===== src/rtl/divu_seq.sv =====
// Sequential 32-bit unsigned divider (restoring, one quotient bit per cycle).
// Define DIVU_ZERO_FAST_EN to finish a divide-by-zero on the cycle after start.
module divu_seq (
   input  logic        clk,
   input  logic        rst,
   input  logic        start,
   input  logic [31:0] dividend,
   input  logic [31:0] divisor,
   input  logic        mf_req,
   output logic        stall,
   output logic        busy,
   output logic        done,
   output logic [31:0] hi,
   output logic [31:0] lo
);

   typedef enum logic [1:0] {
      IDLE = 2'd0,
      RUN  = 2'd1,
      DONE = 2'd2
   } state_t;

   state_t      state_q, state_d;
   logic [5:0]  cnt_q, cnt_d;
   logic [32:0] rem_q, rem_d;
   logic [31:0] quo_q, quo_d;
   logic [31:0] dvsr_q, dvsr_d;
   logic [31:0] hi_q, hi_d;
   logic [31:0] lo_q, lo_d;

   logic [33:0] rem_sh;
   logic [33:0] diff;
   logic        ge;
   logic [32:0] rem_nx;
   logic [31:0] quo_nx;

   // Bit 33 of the difference is the borrow: clear means rem >= divisor.
   assign rem_sh = {rem_q, quo_q[31]};
   assign diff   = rem_sh - {2'b00, dvsr_q};
   assign ge     = ~diff[33];
   assign rem_nx = ge ? diff[32:0] : rem_sh[32:0];
   assign quo_nx = {quo_q[30:0], ge};

   always_ff @(posedge clk or posedge rst) begin
      if (rst) begin
         state_q <= IDLE;
         cnt_q   <= '0;
         rem_q   <= '0;
         quo_q   <= '0;
         dvsr_q  <= '0;
         hi_q    <= '0;
         lo_q    <= '0;
      end else begin
         state_q <= state_d;
         cnt_q   <= cnt_d;
         rem_q   <= rem_d;
         quo_q   <= quo_d;
         dvsr_q  <= dvsr_d;
         hi_q    <= hi_d;
         lo_q    <= lo_d;
      end
   end

   always_comb begin
      state_d = state_q;
      cnt_d   = cnt_q;
      rem_d   = rem_q;
      quo_d   = quo_q;
      dvsr_d  = dvsr_q;
      hi_d    = hi_q;
      lo_d    = lo_q;
      unique case (state_q)
         IDLE, DONE: begin
            state_d = IDLE;
            if (start) begin
`ifdef DIVU_ZERO_FAST_EN
               if (divisor == 32'd0) begin
                  state_d = DONE;
                  hi_d    = dividend;
                  lo_d    = 32'hFFFF_FFFF;
               end else begin
                  state_d = RUN;
                  cnt_d   = '0;
                  rem_d   = '0;
                  quo_d   = dividend;
                  dvsr_d  = divisor;
               end
`else
               state_d = RUN;
               cnt_d   = '0;
               rem_d   = '0;
               quo_d   = dividend;
               dvsr_d  = divisor;
`endif
            end
         end
         RUN: begin
            rem_d = rem_nx;
            quo_d = quo_nx;
            cnt_d = cnt_q + 6'd1;
            if (cnt_q == 6'd31) begin
               state_d = DONE;
               hi_d    = rem_nx[31:0];
               lo_d    = quo_nx;
            end
         end
         default: state_d = IDLE;
      endcase
   end

   assign busy  = (state_q == RUN);
   assign done  = (state_q == DONE);
   assign stall = (mf_req | start) & busy;
   assign hi    = hi_q;
   assign lo    = lo_q;

endmodule


===== config.mk =====
export PLATFORM = sky130hd
export DESIGN_NAME = divu_seq
export DESIGN_NICKNAME = d
export VERILOG_FILES = /design/src/rtl/divu_seq.sv
export SDC_FILE = /design/constraint.sdc
export NUM_CORES = 1
export LEC_CHECK = 0
export BUFFER_PORTS_ARGS = -buffer_cell sky130_fd_sc_hd__buf_2
export CELL_PAD_IN_SITES_DETAIL_PLACEMENT = 0
export CELL_PAD_IN_SITES_GLOBAL_PLACEMENT = 1
export CORE_ASPECT_RATIO = 1.5
export CORE_MARGIN = 10
export CORE_UTILIZATION = 43
export DETAILED_ROUTE_END_ITERATION = 10
export PLACE_DENSITY = 0.75
export SYNTH_ARGS = -nofsm -noshare
export SYNTH_HDL_FRONTEND = slang
export SYNTH_SLANG_ARGS = --single-unit

===== constraint.sdc =====
create_clock -name clk -period 5 [get_ports clk]
set_input_delay 0 -clock clk [delete_from_list [all_inputs] [get_ports clk]]
set_output_delay 0 -clock clk [all_outputs]
set_load 0.01 [all_outputs]

Word level (Yosys, flattened, before mapping)
Index checks and enable logic that the tools add are counted.

word-level totals
  input bits = 68
  output and inout bits = 67
  flip-flop bits (word level) = 169
  logic and storage cells = 33

cells by class
  eq/ne operators = 5
  bitwise operators = 3
  add/subtract/negate cells = 2
  muxes and demuxes = 10
  reductions and logical operators = 6

operators with widths
  kind                                                  number
  2-to-1 mux 33 bit                                     2
  one-hot mux 33 bit (2 select lines)                   1
  one-hot mux 32 bit (2 select lines)                   1
  subtractor 34 x 32 -> 34 bit                          1
  2-to-1 mux 32 bit                                     1
  one-hot mux 6 bit (2 select lines)                    1
  adder 6 x 1 -> 6 bit (second input constant)          1
  equality test 6 x 5 -> 1 bit (second input constant)  1
  2-to-1 mux 6 bit                                      1
  AND reduction 2 bit                                   3
  one-hot mux 2 bit (2 select lines)                    1
  equality test 2 x 1 -> 1 bit (second input constant)  1
  equality test 2 bit (second input constant)           1
  zero test 2 bit                                       1
  2-to-1 mux 2 bit                                      1
  != test 2 x 1 -> 1 bit (second input constant)        1
  != test 2 bit (second input constant)                 1
  nonzero test 2 bit                                    1
  OR reduction 2 bit                                    1
  AND 1 bit                                             1
  2-to-1 mux 1 bit                                      1
  inverter 1 bit                                        1
  bitwise OR 1 bit                                      1

Longest topological paths before layout
  depth after elaboration = 4
  depth in mapped cells = 13
  depth with buffers taken out = 13

Least setup slack after synthesis
No wires, ideal clock.

  kind = register -> register
  start = register rem_q[3]
  end = register hi_q[13], in the netlist hi[13]
  stages on the path, launching flop included = 11
  path slack = 2,070 ps
  required time = 4,875 ps
  arrival = 2,805 ps
  setup time = 125 ps
  period minus slack after synthesis = 2,930 ps
  path buffers = 0
  cells stage by stage = dfrtp_1 -> ha_1 -> o211ai_1 -> a21o_1 -> a31o_2 -> a2111oi_4 -> o211ai_1 -> and3_4 -> xnor2_4 -> mux2_2 -> mux2_2

on the way
  cells in the longest elaborated chain, start to end = 2

ends and longest elaborated chain
  item                          line  source
  from (decl)                   25    logic [32:0] rem_q, rem_d;
  from (signal assigned)        56    rem_q <= rem_d;
  subtractor 34 x 32 -> 34 bit  39    assign diff = rem_sh - {2'b00, dvsr_q};
  2-to-1 mux 33 bit             41    assign rem_nx = ge ? diff[32:0] : rem_sh[32:0];
  to (signal assigned)          59    hi_q <= hi_d;
  to (decl)                     28    logic [31:0] hi_q, hi_d;

Every way passes these cells.
A chain may end at the register's enable or synchronous reset.

Worst setup path after layout
  start = register rem_q[3]
  end = register hi_q[27], in the netlist hi[27]

Same word-level chain as after synthesis.

==> out/results.ini <==
[critical_path]
critPathCaptureType = register
crit_slowest_cell = xnor2_4
crit_required_ns = 5.30
worst_path_most_repeated_cell = o211ai_1
crit_type = register to register
slowest_delay_ns = 0.65
crit_path_cell_trace = ha_1, o211ai_1, a21o_1, a31o_2, a2111oi_4, o211ai_1, and3_4, xnor2_4, buf_4, mux2i_1, o21ai_1
crit_arrival_ns = 3.87
cp-start-kind = register
cp_max_fo = 19

[power]
powerDensity_nw_per_um2 = 745
peakVddDrop_mv = 0.339
leakage_uw = 0.00508
total_power_uw = 7910

[timing]
fin_crit_sh_pct = 71.3
fin_crit_ns = 3.57
finalClockSkew_ns = 0.0109
slew_headroom_pct = 36.9
finalHoldViolCount = 0
maxSlewViolCount = 0
rsz0062_at_grt = no
finalSetupTns_ns = 0
setup_viol = 0
fmax_mhz = 280
tightest_slew_ns = 0.946

[global_routing]
grt_pass1_wl_um = 37700
grt_max_degree = 102
grt.overflow.total = 0
grt.total_usage_pct = 17.9
grt_pass1_vias = 7486
antenna_found_initial = 0

[die]
die_h_um = 193
start_util_pct = 43.5
die_w_um = 135
die-area_um2 = 26000
num_rows = 63
ios = 135
core_um2 = 19600

[synthesis]
synth-seq-cells = 169
yosysSeqAreaShare_pct = 49.5
synth_mux_area_share_pct = 4.03
synth_compound_area_share_pct = 17.0
synth-main-ff-cell = dfrtp_1
syn-cell-area_um2 = 8540
syn_nets = 1030
yosys.area.top_type_share_pct = 49.5
netlist_top_cells_area = dfrtp_1 50%, nand2_1 12%, ha_1 4.8%
yosysTopAreaCell = dfrtp_1
synth_cell_type_count = 58
synth_common_cells = 266 x nand2_1, 169 x dfrtp_1, 65 x o21ai_0, 48 x o21ai_1, 38 x inv_1
synthArstFlopShare_pct = 100
synthCells = 928
synth_edf_count = 0
yosys.cell_count.top_type = nand2_1
syn_area_per_cell_um2 = 9.20
synth_top_family_by_area = compound AO/OA/AOI/OAI gates
synth-simple-area-share_pct = 16.0
synthAdderAreaFrac_pct = 5.07
synth_xor_area_share_pct = 3.30
synth_warnings = 0

[cts]
cts_buffers = 17
cts.sinks = 169
insertion_delay_ns = 0.44
root_buffer = clkbuf_16
clk_pin_slew_worst_paths_ns = 0.07
cts_buffer_depth = 2
htreeDepth = 4
cts_tree = done
cts.repair.resized = 0

[finish]
layout-drive-gt1-share_pct = 17.4
final_nets = 1209
fillers = 1819
antenna-diode-count = 0
area_growth_pct = 24.2
design_area_um2 = 10600
fin_cells = 1378

[run_status]
status = completed

[routing]
wl_per_cell_um = 16.2
finalWirelength_um = 22300
ant_nets = 0
drt-vias-per-instance = 5.13
drtIter0Drc = 422
drtPass1Iterations = 5
drc = 0
vias = 7073

[placed_design]
finalWeightedCongestion = 0.875
placed_area_um2 = 9360
numPortBuffers = 134
dp_hpwl_um = 15300
placed_cells = 1283

[job]
maxCapViolCount = 0

[min_path]
hold_path_class = primary input to register

-- power breakdown --
group	switching [uW]	leakage (uW)	internal (uW)
Sequential	417	0.00202	2020
Clock	552	0.000285	810
Combinational	2310	0.00278	1790
Total	3280	0.00508	4630
-- per-stage QoR --
stage	util, %	worst slack [ns]	hold slack [ns]
2_1_floorplan	-	0.425	0.105
3_3_place_gp	47.7	1.51	0.196
3_5_place_dp	47.7	1.42	0.203
4_1_cts	54.1	1.40	0.202
5_1_grt	54.1	1.16	0.254
6_report	54.1	1.43	0.206
-- worst max-delay path, delay by kind of cell (launching register included) --
family          cells  cell delay [ns]
flops               1             0.39
simple gates        1             0.22
fa+ha+maj           1             0.39
buf+inv             1             0.35
compound gates      6             1.14
xor+xnor            1             0.65
mux                 1             0.28
-- cell type report --
class	instances	area (um2)	share of cell area [%]
clock inverter	10	144	1.36
multi-input combinational	670	3900	36.8
timing repair buffer	209	1400	13.2
tap	260	325	3.07
sequential	169	4230	39.9
clock buffer	20	457	4.30
inverter	40	155	1.46
-- routing by layer --
metal / routed length (um) / global-route usage (%)
met3: 994 / 4.22
met5: 0 / 0
met4: 218 / 5.56
met2: 11400 / 31.2
met1: 9680 / 21.1
-- kinds of logic (layout without fill, tap and decap cells) --
kind of cell             Yosys count  after routing
flip-flops                       169            169
multiplexers                      34             34
AND/OR/NAND/NOR                  336            336
adder cells (fa/ha/maj)           34             34
XOR/XNOR                          30             30
buffers and inverters             89            279
AO/OA/AOI/OAI                    236            236
-- placed cells by master (no fill, tap or decap), drive strengths merged, types with 4 or more instances in the layout --
cell type and instances:
xnor2 18, mux2i 31, nand3 13, o21ai 113, inv 42, o21bai 5
a22oi 31, a21oi 31, a21o 12, dlygate4sd3 65, nor3 6, nand4 7
o21a 8, o211ai 7, nand2b 6, ha 33, xor2 12, buf 144
a31o 4, nand2 266, dfrtp 169, nor2 23, a31oi 4, clkbuf 20
-- state kept, by name, indices dropped and copies added (netlist names) --
signal / count
state_q: 2
lo: 32
quo_q: 32
hi: 32
dvsr_q: 32
rem_q: 33
cnt_q: 6
-- path summary, 6_finish.rpt --
check	cells after the start	from	slack (ns)	endpoint
setup reg to reg	11	rem_q[3]$_DFFE_PP0P_	1.43	hi[27]$_DFFE_PP0P_
min in group asynchronous	3	rst	0.30	hi[3]$_DFFE_PP0P_
hold / removal	5	start	0.21	quo_q[14]$_DFFE_PP0P_
max in group asynchronous	4	rst	3.63	hi[20]$_DFFE_PP0P_
setup / recovery	11	rem_q[3]$_DFFE_PP0P_	1.43	hi[27]$_DFFE_PP0P_
hold reg to reg	2	lo[25]$_DFFE_PP0P_	0.47	lo[25]$_DFFE_PP0P_
-- what timing repair did --
action                    4_1_cts  5_1_grt
hold endpoints to repair      163        0
buffers inserted                0        0
hold buffers                   65        0
Note: power is estimated with default switching activity, not from simulation.
